`config.mk`:
```
export PLATFORM = sky130hd
export DESIGN_NAME = msrv32_machine_control_flat
export DESIGN_NICKNAME = d
export VERILOG_FILES = /design/src/rtl/msrv32_pkg.sv /design/src/rtl/msrv32_machine_control_if.sv /design/src/rtl/msrv32_trap_priority_encoder.sv /design/src/rtl/msrv32_machine_control.sv /design/src/flat_wrapper.sv
export SDC_FILE = /design/constraint.sdc
export NUM_CORES = 1
export LEC_CHECK = 0
export CAP_MARGIN = 20
export CELL_PAD_IN_SITES_DETAIL_PLACEMENT = 1
export CELL_PAD_IN_SITES_GLOBAL_PLACEMENT = 2
export CORE_MARGIN = 10
export CORE_UTILIZATION = 21
export CTS_CLUSTER_SIZE = 12
export DETAILED_ROUTE_END_ITERATION = 6
export PLACE_DENSITY = 0.81
export SETUP_SLACK_MARGIN = 0.5
export SYNTH_ARGS = -nofsm -noshare
export SYNTH_HDL_FRONTEND = slang
export SYNTH_HIERARCHICAL = 1
export SYNTH_SLANG_ARGS = --single-unit
```
`constraint.sdc`:
```
create_clock -name clk_in -period 2.8 [get_ports clk_in]
set_clock_uncertainty 0.2 [all_clocks]
set_input_delay 0.42 -clock clk_in [delete_from_list [all_inputs] [get_ports clk_in]]
set_output_delay 0.42 -clock clk_in [all_outputs]
set_load 0.01 [all_outputs]
```
`src/rtl/msrv32_pkg.sv`:
```
`default_nettype none
// +----------------------------------------------------------------------------+
// | msrv32_pkg : shared encodings for the MSRV32 machine-mode trap controller    |
// | Revision   : 1.0                                                            |
// +----------------------------------------------------------------------------+
package msrv32_pkg;

  typedef enum logic [2:0] {
    ST_RESET       = 3'd0,
    ST_OPERATING   = 3'd1,
    ST_TRAP_TAKEN  = 3'd2,
    ST_TRAP_RETURN = 3'd3,
    ST_WFI         = 3'd4
  } mc_state_t;

  localparam logic [1:0] PC_BOOT = 2'b00;
  localparam logic [1:0] PC_NEXT = 2'b01;
  localparam logic [1:0] PC_EPC  = 2'b10;
  localparam logic [1:0] PC_TRAP = 2'b11;

  localparam int CODE_W = 4;

  localparam logic [CODE_W-1:0] EXC_INSTR_MISALIGNED = 4'd0;
  localparam logic [CODE_W-1:0] EXC_ILLEGAL_INSTR    = 4'd2;
  localparam logic [CODE_W-1:0] EXC_BREAKPOINT       = 4'd3;
  localparam logic [CODE_W-1:0] EXC_LOAD_MISALIGNED  = 4'd4;
  localparam logic [CODE_W-1:0] EXC_STORE_MISALIGNED = 4'd6;
  localparam logic [CODE_W-1:0] EXC_ECALL_M          = 4'd11;

  localparam logic [CODE_W-1:0] IRQ_M_SOFTWARE = 4'd3;
  localparam logic [CODE_W-1:0] IRQ_M_TIMER    = 4'd7;
  localparam logic [CODE_W-1:0] IRQ_M_EXTERNAL = 4'd11;

endpackage
`default_nettype wire

```
`src/rtl/msrv32_machine_control_if.sv`:
```
`default_nettype none
// +----------------------------------------------------------------------------+
// | msrv32_machine_control_if : trap-controller flags, CSR strobes and PC select |
// | Revision                  : 1.0                                            |
// +----------------------------------------------------------------------------+
interface msrv32_machine_control_if #(
  parameter int CAUSE_W = 4
);
  logic               illegal_instr_in;
  logic               misaligned_instr_in;
  logic               misaligned_load_in;
  logic               misaligned_store_in;
  logic               ecall_in;
  logic               ebreak_in;
  logic               mret_in;
  logic               wfi_in;
  logic               mie_in;
  logic               meie_in;
  logic               mtie_in;
  logic               msie_in;
  logic               meip_in;
  logic               mtip_in;
  logic               msip_in;

  logic [1:0]         pc_src_out;
  logic               flush_out;
  logic               trap_taken_out;
  logic               set_epc_out;
  logic               set_cause_out;
  logic [CAUSE_W-1:0] cause_out;
  logic               i_or_e_out;
  logic               mie_clear_out;
  logic               mie_set_out;
  logic               instret_inc_out;
  logic               stall_out;

  modport master (
    output illegal_instr_in, misaligned_instr_in, misaligned_load_in,
           misaligned_store_in, ecall_in, ebreak_in, mret_in, wfi_in,
           mie_in, meie_in, mtie_in, msie_in, meip_in, mtip_in, msip_in,
    input  pc_src_out, flush_out, trap_taken_out, set_epc_out, set_cause_out,
           cause_out, i_or_e_out, mie_clear_out, mie_set_out,
           instret_inc_out, stall_out
  );

  modport slave (
    input  illegal_instr_in, misaligned_instr_in, misaligned_load_in,
           misaligned_store_in, ecall_in, ebreak_in, mret_in, wfi_in,
           mie_in, meie_in, mtie_in, msie_in, meip_in, mtip_in, msip_in,
    output pc_src_out, flush_out, trap_taken_out, set_epc_out, set_cause_out,
           cause_out, i_or_e_out, mie_clear_out, mie_set_out,
           instret_inc_out, stall_out
  );
endinterface
`default_nettype wire

```
`src/rtl/msrv32_trap_priority_encoder.sv`:
```
`default_nettype none
// +----------------------------------------------------------------------------+
// | msrv32_trap_priority_encoder : picks the winning trap source and its code    |
// | Revision                     : 1.0                                         |
// +----------------------------------------------------------------------------+
module msrv32_trap_priority_encoder
  import msrv32_pkg::*;
(
  input  logic              illegal_instr_in,
  input  logic              misaligned_instr_in,
  input  logic              misaligned_load_in,
  input  logic              misaligned_store_in,
  input  logic              ecall_in,
  input  logic              ebreak_in,
  input  logic              mie_in,
  input  logic              meie_in,
  input  logic              mtie_in,
  input  logic              msie_in,
  input  logic              meip_in,
  input  logic              mtip_in,
  input  logic              msip_in,
  output logic              valid_out,
  output logic              i_or_e_out,
  output logic [CODE_W-1:0] cause_out,
  output logic              irq_wake_out,
  output logic [CODE_W-1:0] irq_cause_out
);

  logic              exc_valid;
  logic [CODE_W-1:0] exc_cause;

  always_comb begin
    exc_valid = 1'b1;
    exc_cause = EXC_ILLEGAL_INSTR;
    if (illegal_instr_in)         exc_cause = EXC_ILLEGAL_INSTR;
    else if (misaligned_instr_in) exc_cause = EXC_INSTR_MISALIGNED;
    else if (ecall_in)            exc_cause = EXC_ECALL_M;
    else if (ebreak_in)           exc_cause = EXC_BREAKPOINT;
    else if (misaligned_load_in)  exc_cause = EXC_LOAD_MISALIGNED;
    else if (misaligned_store_in) exc_cause = EXC_STORE_MISALIGNED;
    else                          exc_valid = 1'b0;
  end

  // Wake ignores mstatus.MIE so a WFI can resume even with interrupts masked.
  always_comb begin
    irq_wake_out  = 1'b1;
    irq_cause_out = IRQ_M_EXTERNAL;
    if (meie_in && meip_in)      irq_cause_out = IRQ_M_EXTERNAL;
    else if (msie_in && msip_in) irq_cause_out = IRQ_M_SOFTWARE;
    else if (mtie_in && mtip_in) irq_cause_out = IRQ_M_TIMER;
    else                         irq_wake_out  = 1'b0;
  end

  assign valid_out  = exc_valid | (mie_in & irq_wake_out);
  assign i_or_e_out = ~exc_valid;
  assign cause_out  = exc_valid ? exc_cause : irq_cause_out;

endmodule
`default_nettype wire

```
`src/rtl/msrv32_machine_control.sv`:
```
`default_nettype none
// +----------------------------------------------------------------------------+
// | msrv32_machine_control : machine-mode trap entry / mret sequencer            |
// | Optional WFI sleep state enabled by defining MSRV32_WFI_EN. Revision : 1.0   |
// +----------------------------------------------------------------------------+
module msrv32_machine_control
  import msrv32_pkg::*;
#(
  parameter int CAUSE_W = 4
) (
  input  logic                     clk_in,
  input  logic                     rst_n_in,
  msrv32_machine_control_if.slave  bus
);

  mc_state_t          state_q, state_d;
  logic [CAUSE_W-1:0] cause_q, cause_d;
  logic               i_or_e_q, i_or_e_d;

  logic               trap_valid;
  logic               trap_i_or_e;
  logic [CODE_W-1:0]  trap_cause;
  logic               irq_wake;
  logic [CODE_W-1:0]  irq_cause;

  logic [1:0]         pc_src;
  logic               flush;
  logic               trap_taken;
  logic               mie_clear;
  logic               mie_set;
  logic               instret_inc;
  logic               stall;

  msrv32_trap_priority_encoder u_prio (
    .illegal_instr_in    (bus.illegal_instr_in),
    .misaligned_instr_in (bus.misaligned_instr_in),
    .misaligned_load_in  (bus.misaligned_load_in),
    .misaligned_store_in (bus.misaligned_store_in),
    .ecall_in            (bus.ecall_in),
    .ebreak_in           (bus.ebreak_in),
    .mie_in              (bus.mie_in),
    .meie_in             (bus.meie_in),
    .mtie_in             (bus.mtie_in),
    .msie_in             (bus.msie_in),
    .meip_in             (bus.meip_in),
    .mtip_in             (bus.mtip_in),
    .msip_in             (bus.msip_in),
    .valid_out           (trap_valid),
    .i_or_e_out          (trap_i_or_e),
    .cause_out           (trap_cause),
    .irq_wake_out        (irq_wake),
    .irq_cause_out       (irq_cause)
  );

  always_ff @(posedge clk_in or negedge rst_n_in) begin
    if (!rst_n_in) begin
      state_q  <= ST_RESET;
      cause_q  <= '0;
      i_or_e_q <= 1'b0;
    end else begin
      state_q  <= state_d;
      cause_q  <= cause_d;
      i_or_e_q <= i_or_e_d;
    end
  end

  always_comb begin
    state_d     = state_q;
    cause_d     = cause_q;
    i_or_e_d    = i_or_e_q;
    pc_src      = PC_BOOT;
    flush       = 1'b0;
    trap_taken  = 1'b0;
    mie_clear   = 1'b0;
    mie_set     = 1'b0;
    instret_inc = 1'b0;
    stall       = 1'b0;

    case (state_q)
      ST_RESET: begin
        pc_src  = PC_BOOT;
        flush   = 1'b1;
        state_d = ST_OPERATING;
      end

      ST_OPERATING: begin
        pc_src      = PC_NEXT;
        instret_inc = ~(trap_valid | bus.mret_in);
        // Exceptions outrank mret so a faulting mret still traps.
        if (trap_valid) begin
          state_d  = ST_TRAP_TAKEN;
          cause_d  = CAUSE_W'(trap_cause);
          i_or_e_d = trap_i_or_e;
        end else if (bus.mret_in) begin
          state_d = ST_TRAP_RETURN;
        end
`ifdef MSRV32_WFI_EN
        else if (bus.wfi_in) begin
          state_d = ST_WFI;
        end
`endif
      end

      ST_TRAP_TAKEN: begin
        pc_src     = PC_TRAP;
        flush      = 1'b1;
        trap_taken = 1'b1;
        mie_clear  = 1'b1;
        state_d    = ST_OPERATING;
      end

      ST_TRAP_RETURN: begin
        pc_src  = PC_EPC;
        flush   = 1'b1;
        mie_set = 1'b1;
        state_d = ST_OPERATING;
      end

`ifdef MSRV32_WFI_EN
      ST_WFI: begin
        pc_src = PC_NEXT;
        stall  = 1'b1;
        if (irq_wake) begin
          if (bus.mie_in) begin
            state_d  = ST_TRAP_TAKEN;
            cause_d  = CAUSE_W'(irq_cause);
            i_or_e_d = 1'b1;
          end else begin
            state_d = ST_OPERATING;
          end
        end
      end
`endif

      default: begin
        flush   = 1'b1;
        state_d = ST_RESET;
      end
    endcase
  end

`ifndef MSRV32_WFI_EN
  logic unused_wfi;
  assign unused_wfi = bus.wfi_in;
`endif

  assign bus.pc_src_out      = pc_src;
  assign bus.flush_out       = flush;
  assign bus.trap_taken_out  = trap_taken;
  assign bus.set_epc_out     = trap_taken;
  assign bus.set_cause_out   = trap_taken;
  assign bus.cause_out       = cause_q;
  assign bus.i_or_e_out      = i_or_e_q;
  assign bus.mie_clear_out   = mie_clear;
  assign bus.mie_set_out     = mie_set;
  assign bus.instret_inc_out = instret_inc;
  assign bus.stall_out       = stall;

endmodule
`default_nettype wire

```
`src/flat_wrapper.sv`:
```
// flat-port wrapper written by rule: the top's interface ports become plain ports
module msrv32_machine_control_flat import msrv32_pkg::*;
#(
  parameter int CAUSE_W = 4
)
  (clk_in, rst_n_in, bus_illegal_instr_in, bus_misaligned_instr_in, bus_misaligned_load_in, bus_misaligned_store_in, bus_ecall_in, bus_ebreak_in, bus_mret_in, bus_wfi_in, bus_mie_in, bus_meie_in, bus_mtie_in, bus_msie_in, bus_meip_in, bus_mtip_in, bus_msip_in, bus_pc_src_out, bus_flush_out, bus_trap_taken_out, bus_set_epc_out, bus_set_cause_out, bus_cause_out, bus_i_or_e_out, bus_mie_clear_out, bus_mie_set_out, bus_instret_inc_out, bus_stall_out);
  msrv32_machine_control_if #(.CAUSE_W(CAUSE_W)) bus_i ();
  input  logic clk_in;
  input  logic rst_n_in;
  input wire logic [$bits(bus_i.illegal_instr_in)-1:0] bus_illegal_instr_in;
  input wire logic [$bits(bus_i.misaligned_instr_in)-1:0] bus_misaligned_instr_in;
  input wire logic [$bits(bus_i.misaligned_load_in)-1:0] bus_misaligned_load_in;
  input wire logic [$bits(bus_i.misaligned_store_in)-1:0] bus_misaligned_store_in;
  input wire logic [$bits(bus_i.ecall_in)-1:0] bus_ecall_in;
  input wire logic [$bits(bus_i.ebreak_in)-1:0] bus_ebreak_in;
  input wire logic [$bits(bus_i.mret_in)-1:0] bus_mret_in;
  input wire logic [$bits(bus_i.wfi_in)-1:0] bus_wfi_in;
  input wire logic [$bits(bus_i.mie_in)-1:0] bus_mie_in;
  input wire logic [$bits(bus_i.meie_in)-1:0] bus_meie_in;
  input wire logic [$bits(bus_i.mtie_in)-1:0] bus_mtie_in;
  input wire logic [$bits(bus_i.msie_in)-1:0] bus_msie_in;
  input wire logic [$bits(bus_i.meip_in)-1:0] bus_meip_in;
  input wire logic [$bits(bus_i.mtip_in)-1:0] bus_mtip_in;
  input wire logic [$bits(bus_i.msip_in)-1:0] bus_msip_in;
  output wire logic [$bits(bus_i.pc_src_out)-1:0] bus_pc_src_out;
  output wire logic [$bits(bus_i.flush_out)-1:0] bus_flush_out;
  output wire logic [$bits(bus_i.trap_taken_out)-1:0] bus_trap_taken_out;
  output wire logic [$bits(bus_i.set_epc_out)-1:0] bus_set_epc_out;
  output wire logic [$bits(bus_i.set_cause_out)-1:0] bus_set_cause_out;
  output wire logic [$bits(bus_i.cause_out)-1:0] bus_cause_out;
  output wire logic [$bits(bus_i.i_or_e_out)-1:0] bus_i_or_e_out;
  output wire logic [$bits(bus_i.mie_clear_out)-1:0] bus_mie_clear_out;
  output wire logic [$bits(bus_i.mie_set_out)-1:0] bus_mie_set_out;
  output wire logic [$bits(bus_i.instret_inc_out)-1:0] bus_instret_inc_out;
  output wire logic [$bits(bus_i.stall_out)-1:0] bus_stall_out;
  assign bus_i.illegal_instr_in = bus_illegal_instr_in;
  assign bus_i.misaligned_instr_in = bus_misaligned_instr_in;
  assign bus_i.misaligned_load_in = bus_misaligned_load_in;
  assign bus_i.misaligned_store_in = bus_misaligned_store_in;
  assign bus_i.ecall_in = bus_ecall_in;
  assign bus_i.ebreak_in = bus_ebreak_in;
  assign bus_i.mret_in = bus_mret_in;
  assign bus_i.wfi_in = bus_wfi_in;
  assign bus_i.mie_in = bus_mie_in;
  assign bus_i.meie_in = bus_meie_in;
  assign bus_i.mtie_in = bus_mtie_in;
  assign bus_i.msie_in = bus_msie_in;
  assign bus_i.meip_in = bus_meip_in;
  assign bus_i.mtip_in = bus_mtip_in;
  assign bus_i.msip_in = bus_msip_in;
  assign bus_pc_src_out = bus_i.pc_src_out;
  assign bus_flush_out = bus_i.flush_out;
  assign bus_trap_taken_out = bus_i.trap_taken_out;
  assign bus_set_epc_out = bus_i.set_epc_out;
  assign bus_set_cause_out = bus_i.set_cause_out;
  assign bus_cause_out = bus_i.cause_out;
  assign bus_i_or_e_out = bus_i.i_or_e_out;
  assign bus_mie_clear_out = bus_i.mie_clear_out;
  assign bus_mie_set_out = bus_i.mie_set_out;
  assign bus_instret_inc_out = bus_i.instret_inc_out;
  assign bus_stall_out = bus_i.stall_out;
  msrv32_machine_control #(.CAUSE_W(CAUSE_W)) u_core (.clk_in(clk_in), .rst_n_in(rst_n_in), .bus(bus_i));
endmodule
```
; After elaboration in Yosys (flattened, before gate mapping)
; Index checks and enable logic that the tools add are counted.
[op_classes]
eq_ne = 4
muxes = 27
n_bitwise = 5
reduce_logical = 6
[op_table]
columns = operator, count
row1 = $mux 4, 7
row2 = $mux 3, 5
row3 = $mux 1, 13
row4 = $eq 3x2->1 const B, 2
row5 = $pmux 2 s3, 1
row6 = $pmux 3 s2, 1
row7 = $eq 3x1->1 const B, 1
row8 = $logic_and 1x1->1, 3
row9 = $logic_not 3->1, 1
row10 = $ne 3x2->1 const B, 1
row11 = $reduce_or 3->1, 1
row12 = $not 1->1, 2
row13 = $or 1x1->1, 2
row14 = $reduce_and 2->1, 1
row15 = $and 1x1->1, 1
[totals]
register_bits = 8
in_bits = 17
output_inout_bits = 15
elab_cells = 45

; Longest topological paths before layout
; Gate-level depths: netlist of the first run.
[depth]
ltp_word = 10
depth_mapped = 5
mapped_depth_nobuf = 5

; Cells and area by module
; Netlist of the first run, hierarchy kept.
[by_module_without_submodules]
columns = mod, instances, cells_each, area_each_um2, seq_area_each_um2
row1 = msrv32_machine_control, 1, 33, 394.1, 175.2
row2 = msrv32_trap_priority_encoder, 1, 22, 141.4, 0.0

; Worst setup path before layout of the first run
; OpenSTA, ideal clock, no wires.
[synth_timing]
path_kind = input -> register
from = input port bus_illegal_instr_in
to = register u_core.state_q[1]
t_arrival_ns = 1.564
required_ns = 2.475
path_slack_ns = 0.911
cell_stages = 5
n_path_buf = 0
path_cell_list = nor2_1 -> nand3_1 -> a21o_1 -> nor3b_2 -> mux2_2
[synth_via]
elab_chain_cells = 4
elab_cells_between_ends = 5
cone_classes = eq/ne (1) / mux (3) / bitwise (1)
[synth_lines]
columns = element, line
row1 = "start, declared", flat_wrapper.sv:10  ; input wire logic [$bits(bus_i.illegal_instr_in)-1:0] bus_illegal_instr_in;
row2 = $mux 1 (*), msrv32_trap_priority_encoder.sv:35  ; if (illegal_instr_in) exc_cause = EXC_ILLEGAL_INSTR;
row3 = $or 1x1->1 (*), msrv32_trap_priority_encoder.sv:54  ; assign valid_out = exc_valid | (mie_in & irq_wake_out);
row4 = via u_core.trap_valid, msrv32_machine_control.sv:20  ; logic trap_valid;
row5 = $mux 3, msrv32_machine_control.sv:90  ; if (trap_valid) begin
row6 = $pmux 3 s2, msrv32_machine_control.sv:79  ; case (state_q)
row7 = "end signal, assigned", msrv32_machine_control.sv:61  ; state_q <= state_d;
row8 = "end, declared", msrv32_machine_control.sv:16  ; mc_state_t state_q, state_d;
; Mark *: on every way through the listed nets, which the timed path passes. The rest lies on a longest branch.
; A chain may end at the register's enable or synchronous reset.

; Worst setup path in the final report of the first run
[layout_timing]
from = input port bus_mtie_in
to = output port bus_instret_inc_out
[layout_via]
elab_chain_cells = 9
[layout_lines]
columns = element, line
row1 = "start, declared", flat_wrapper.sv:20  ; input wire logic [$bits(bus_i.mtie_in)-1:0] bus_mtie_in;
row2 = $logic_and 1x1->1, msrv32_trap_priority_encoder.sv:50  ; else if (mtie_in && mtip_in) irq_cause_out = IRQ_M_TIMER;
row3 = $mux 1, msrv32_trap_priority_encoder.sv:50
row4 = $mux 1, msrv32_trap_priority_encoder.sv:49  ; else if (msie_in && msip_in) irq_cause_out = IRQ_M_SOFTWARE;
row5 = $mux 1, msrv32_trap_priority_encoder.sv:48  ; if (meie_in && meip_in) irq_cause_out = IRQ_M_EXTERNAL;
row6 = via u_core.irq_wake, msrv32_machine_control.sv:23  ; logic irq_wake;
row7 = $and 1x1->1, msrv32_trap_priority_encoder.sv:54
row8 = $or 1x1->1, msrv32_trap_priority_encoder.sv:54
row9 = via u_core.trap_valid, msrv32_machine_control.sv:20
row10 = $or 1x1->1, msrv32_machine_control.sv:88  ; instret_inc = ~(trap_valid | bus.mret_in);
row11 = $not 1->1, msrv32_machine_control.sv:88
row12 = $mux 1, msrv32_machine_control.sv:79
row13 = "end, declared", flat_wrapper.sv:34  ; output wire logic [$bits(bus_i.instret_inc_out)-1:0] bus_instret_inc_out;
; The timed path passes the listed nets, and every way through them passes these cells.

==> results.sh, run 1 <==
export IMPL_rsz0062_at_grt="false"
export IMPL_crit_buf_inv=2
export IMPL_hold_worst_slack_ps=234
export IMPL_final_nets=111
export IMPL_final_hold_viol_count=0
export IMPL_synthCells=51
export IMPL_worst_ep_arrival_time_ps=1610
export IMPL_synth_nets=73
export IMPL_met3_usage_pct=1.57
export IMPL_most_common_layout_cells="clkdlybuf4s50_1, dlymetal6s2s_1, buf_4"
export IMPL_max_freq_mhz=449
export IMPL_final_period_utilization_pct=79.5
export IMPL_clock_sinks=7
export IMPL_gr_usage_met1_pct=6.46
export IMPL_dp_cells=108
export IMPL_power_leakage_nw=0.496
export IMPL_start_util_pct=22.5
export IMPL_reg2reg_from="u_core/state_q[1]$_DFFE_PN0N_"
export IMPL_final_layout_size_suffix_gt1_share_pct=30.7
export IMPL_clkTransAtPathRegs_ps=50
export IMPL_cpMaxStageDelayCell="clkdlybuf4s50_1"
export IMPL_worstReg2RegEnd="u_core/state_q[1]$_DFFE_PN0N_"
export IMPL_drt_wl_total_mm=1.68
export IMPL_cap_violations=0
export IMPL_power_density_nw_per_um2=272
export IMPL_clock_path_buffers=2
export IMPL_drt_first_iter_violations=2
export IMPL_cts_root_buf="clkbuf_4"
export IMPL_cts_buffers=3
export IMPL_layout_commonest_cell="clkdlybuf4s50_1"
export IMPL_report_power_total_mw=0.251
export IMPL_tritoncts="yes"
export IMPL_grt_max_degree=8
export IMPL_drtPass1Iterations=2
export IMPL_portBuffers=29
export IMPL_die_width_um=69.4
export IMPL_placed_cell_area_um2=838
export IMPL_setup_viol=0
export IMPL_fin_cells=116
export IMPL_clock_latency_ps=240
export IMPL_drc=0
export IMPL_avgSynthCellArea_um2=10.1
export IMPL_ant_nets=0
export IMPL_power_ir_vdd_worst_mv=0.185
export IMPL_worstPathMaxFanout=3
export IMPL_hp_class="input port to asynchronous set/reset pin"
export IMPL_endpoint_kind="output pin"
export IMPL_overflow=0
export IMPL_diodes=0
export IMPL_cp_cell_sequence="clkdlybuf4s50_1, nand2_4, nand2_1, a21o_1, nor3b_2, buf_2"
export IMPL_die_height_um=69.4
export IMPL_worst_setup_path_type="input port to output pin"
export IMPL_reg2reg_slack_ps=1000
export IMPL_use_met2_pct=12.5
export IMPL_crit_family="buffers and inverters"
export IMPL_coreArea_um2=2280
export IMPL_place_congestion=0.725
export IMPL_r2r_cells=6
export IMPL_die_area_um2=4820
export IMPL_grt_pass1_vias=539
export IMPL_dp_hpwl_mm=1.45
export IMPL_hold_buffers=0
export IMPL_final_cell_area_um2=925
export IMPL_crit_required_ps=2180
export IMPL_area_growth_pct=80.2
export IMPL_vias_per_cell=4.22
export IMPL_period_minus_slack_ps=2230
export IMPL_status="finished clean"
export IMPL_grt_busiest_layer="met2"
export IMPL_rows=17
export IMPL_vias=489
export IMPL_track_usage_pct=6.45
export IMPL_io_pins=32
export IMPL_grt_pass1_wl_mm=2.59
export IMPL_fin_tns_setup_ps=0
export IMPL_syn_area_um2=513
export IMPL_cp_slowest_stage_delay_ps=440
export IMPL_post_drt_wl_per_cell_um=14.5
export IMPL_crit_path_start_kind="input port"
export IMPL_ctsHtreeMaxLevel=1
export IMPL_antenna_found_initial=0
export IMPL_yosysWarnings=6
export IMPL_drv_slew=0
[stage by stage]
| stage | worst slack, ps | util (%) |
|---|---|---|
| after floorplan | 911 | - |
| after global placement | 21.3 | 36.8 |
| after detailed placement | 0.946 | 36.8 |
| after CTS | 484 | 38.4 |
| after global routing | 522 | 40.6 |
| final | 573 | 40.6 |
[cell type report]
type | count | area (um^2)
multi-input cells | 36 | 308
inverters | 4 | 15.0
flip-flops and latches | 7 | 175
repair buffers | 37 | 365
clock buffers | 4 | 26.3
well taps | 28 | 35.0
fillers | 260 | 1350
[worst reg2reg max path, stage by stage, from the launching register on]
cell and delay (ps):
dfrtp_1 410, inv_1 120, ha_1 210, nor3b_2 210
buf_4 140, buf_4 90, mux2_2 310
[how the worst max path moves through the flow]
stage,slack [ps],startpoint,end,cells after the start
5_1_grt,520,bus_mtie_in,bus_instret_inc_out,6
4_1_cts,480,bus_meip_in,bus_instret_inc_out,6
6_report,570,bus_mtie_in,bus_instret_inc_out,6
2_1_floorplan,910,bus_illegal_instr_in,u_core/state_q[1]$_DFFE_PN0N_,5
3_3_place_gp,20,bus_meie_in,bus_instret_inc_out,6
3_5_place_dp,0.9,bus_meie_in,bus_instret_inc_out,6
[routing by layer]
layer / up-vias / share of wire, %
met4: 0 / 0
met1: 236 / 38
met3: 0 / 3.9
met5: - / 0
li1: 241 / -
met2: 12 / 58
[timing repair]
action	4_1_cts	5_1_grt
buffers inserted	2	2
gates cloned	0	0
pin swaps	4	6
endpoints found under the setup margin	2	1
gates resized for setup	7	13
[registers in the layout, summed over array words and instances (netlist names)]
register / count
u_core/bus.i_or_e_out: 1
u_core/bus.cause_out: 4
u_core/state_q: 2
[where the power goes]
part | internal [mW] | switching (mW) | leakage [nW]
Clock | 0.0541 | 0.0323 | 0.0150
Sequential | 0.104 | 0.00171 | 0.0885
Combinational | 0.0357 | 0.0231 | 0.392
Total | 0.194 | 0.0571 | 0.496
Power figures use the tool's default switching activity.
==> inputs of run 2 (changes only) <==
CORE_UTILIZATION = 19   (was 21)
PLACE_DENSITY = 0.75   (was 0.81)
clock period = 2.1 ns   (was 2.8 ns; I/O delays follow)
==> results.sh, run 2 (same netlist as run 1, synthesis figures left out) <==
export IMPL_grt_pass1_vias=622
export IMPL_clock_sinks=7
export IMPL_worst_setup_path_type="input port to output pin"
export IMPL_reg2reg_slack_ps=490
export IMPL_hold_worst_slack_ps=126
export IMPL_vias=540
export IMPL_power_leakage_nw=0.528
export IMPL_clock_latency_ps=250
export IMPL_period_minus_slack_ps=1790
export IMPL_die_height_um=72.0
export IMPL_final_layout_size_suffix_gt1_share_pct=64.4
export IMPL_drt_first_iter_violations=14
export IMPL_drc=0
export IMPL_cap_violations=0
export IMPL_status="finished clean"
export IMPL_crit_path_start_kind="input port"
export IMPL_dp_hpwl_mm=1.41
export IMPL_nFillCells=314
export IMPL_grt_pass1_wl_mm=2.88
export IMPL_clkTransAtPathRegs_ps=50
export IMPL_drt_wl_total_mm=1.86
export IMPL_tritoncts="yes"
export IMPL_hold_buffers=0
export IMPL_fin_tns_setup_ps=0
export IMPL_die_width_um=72.0
export IMPL_rows=18
export IMPL_cts_root_buf="clkbuf_4"
export IMPL_layout_commonest_cell="buf_4"
export IMPL_drtPass1Iterations=2
export IMPL_ant_nets=0
export IMPL_max_freq_mhz=558
export IMPL_antenna_found_initial=0
export IMPL_endpoint_kind="output pin"
export IMPL_rsz0062_at_grt="true"
export IMPL_worst_ep_arrival_time_ps=1280
export IMPL_overflow=0
export IMPL_vias_per_cell=4.12
export IMPL_grt_max_degree=8
export IMPL_post_drt_wl_per_cell_um=14.2
export IMPL_die_area_um2=5180
export IMPL_most_common_layout_cells="buf_4, buf_2, buf_6"
export IMPL_report_power_total_mw=0.346
export IMPL_diodes=0
export IMPL_final_nets=124
export IMPL_final_core_util_pct=41.3
export IMPL_worstPathMaxFanout=2
export IMPL_drv_slew=0
export IMPL_ctsHtreeMaxLevel=1
export IMPL_portBuffers=29
export IMPL_place_congestion=0.670
export IMPL_track_usage_pct=6.88
export IMPL_coreArea_um2=2520
export IMPL_setup_viol=0
export IMPL_crit_required_ps=1580
export IMPL_final_period_utilization_pct=85.4
export IMPL_power_ir_vdd_worst_mv=0.249
export IMPL_start_util_pct=20.3
export IMPL_clock_path_buffers=2
export IMPL_power_density_nw_per_um2=333
export IMPL_hp_class="input port to asynchronous set/reset pin"
export IMPL_io_pins=32
export IMPL_area_growth_pct=103
export IMPL_final_hold_viol_count=0
export IMPL_largest_reg_flops=4
export IMPL_cts_buffers=3
-- run 2: changes by cell type in the layout (fill, tap and decap cells not counted), sizes merged --
cell	change
buf	+31
clkdlybuf4s50	-15
dlymetal6s2s	-9
dlygate4sd2	+5
clkdlybuf4s15	+1
-- run 2: final timing paths --
kind / from / to / cells after the start
worst max register to register: u_core/state_q[0]$_DFFE_PN0N_ / u_core/bus.cause_out[3]$_DFFE_PN0P_ / 5
min in group clk_in: bus_illegal_instr_in / u_core/bus.cause_out[1]$_DFFE_PN0P_ / 3
worst min-delay path: rst_n_in / u_core/bus.i_or_e_out$_DFFE_PN0P_ / 1
max in group asynchronous: rst_n_in / u_core/state_q[0]$_DFFE_PN0N_ / 1
worst min register to register: u_core/bus.cause_out[0]$_DFFE_PN0P_ / u_core/bus.cause_out[0]$_DFFE_PN0P_ / 1
worst max-delay path: bus_meip_in / bus_instret_inc_out / 6
-- run 2: what timing repair did --
item | in CTS | in global routing
pin swaps | 9 | 1
resized for setup | 101 | 4
cloned | 0 | 0
setup endpoints to repair | 21 | 15
buffers inserted | 8 | 3
endpoints found under the hold margin | 0 | 0
-- run 2: critical path: stages --
cell     delay (ps)
buf_6            90
a22oi_2         190
nand2_1          80
a21o_1          220
nor3b_4         210
buf_2           160
-- run 2: metrics by stage --
stage | cell area, um^2 | setup WS (ps) | std cells
3_5_place_dp | 918 | -411 | 116
6_report | 1040 | 307 | 131
2_1_floorplan | 546 | 471 | 51
3_3_place_gp | 918 | -395 | 116
4_1_cts | 982 | 326 | 128
5_1_grt | 1040 | 249 | 131
-- run 2: per-layer routing --
layer | global-route usage [%] | wire length [um]
met1 | 7.16 | 679
met2 | 12.4 | 1060
met3 | 2.45 | 116
met4 | 2.58 | 0
met5 | 0 | 0
-- run 2: final cells by class --
type / count / area (um^2) / share of cell area (%)
Timing Repair Buffer: 50 / 402 / 38.6
Multi-Input combinational cell: 36 / 385 / 37.0
Sequential cell: 7 / 175 / 16.8
Tap cell: 30 / 37.5 / 3.61
Clock buffer: 4 / 26.3 / 2.52
Inverter: 4 / 15.0 / 1.44
-- run 2: where the power goes --
part	switching, mW	leakage (nW)	internal, mW	total (mW)
sequential	0.00203	0.0885	0.139	0.141
clock	0.0501	0.0150	0.0725	0.123
combinational	0.0357	0.425	0.0468	0.0825
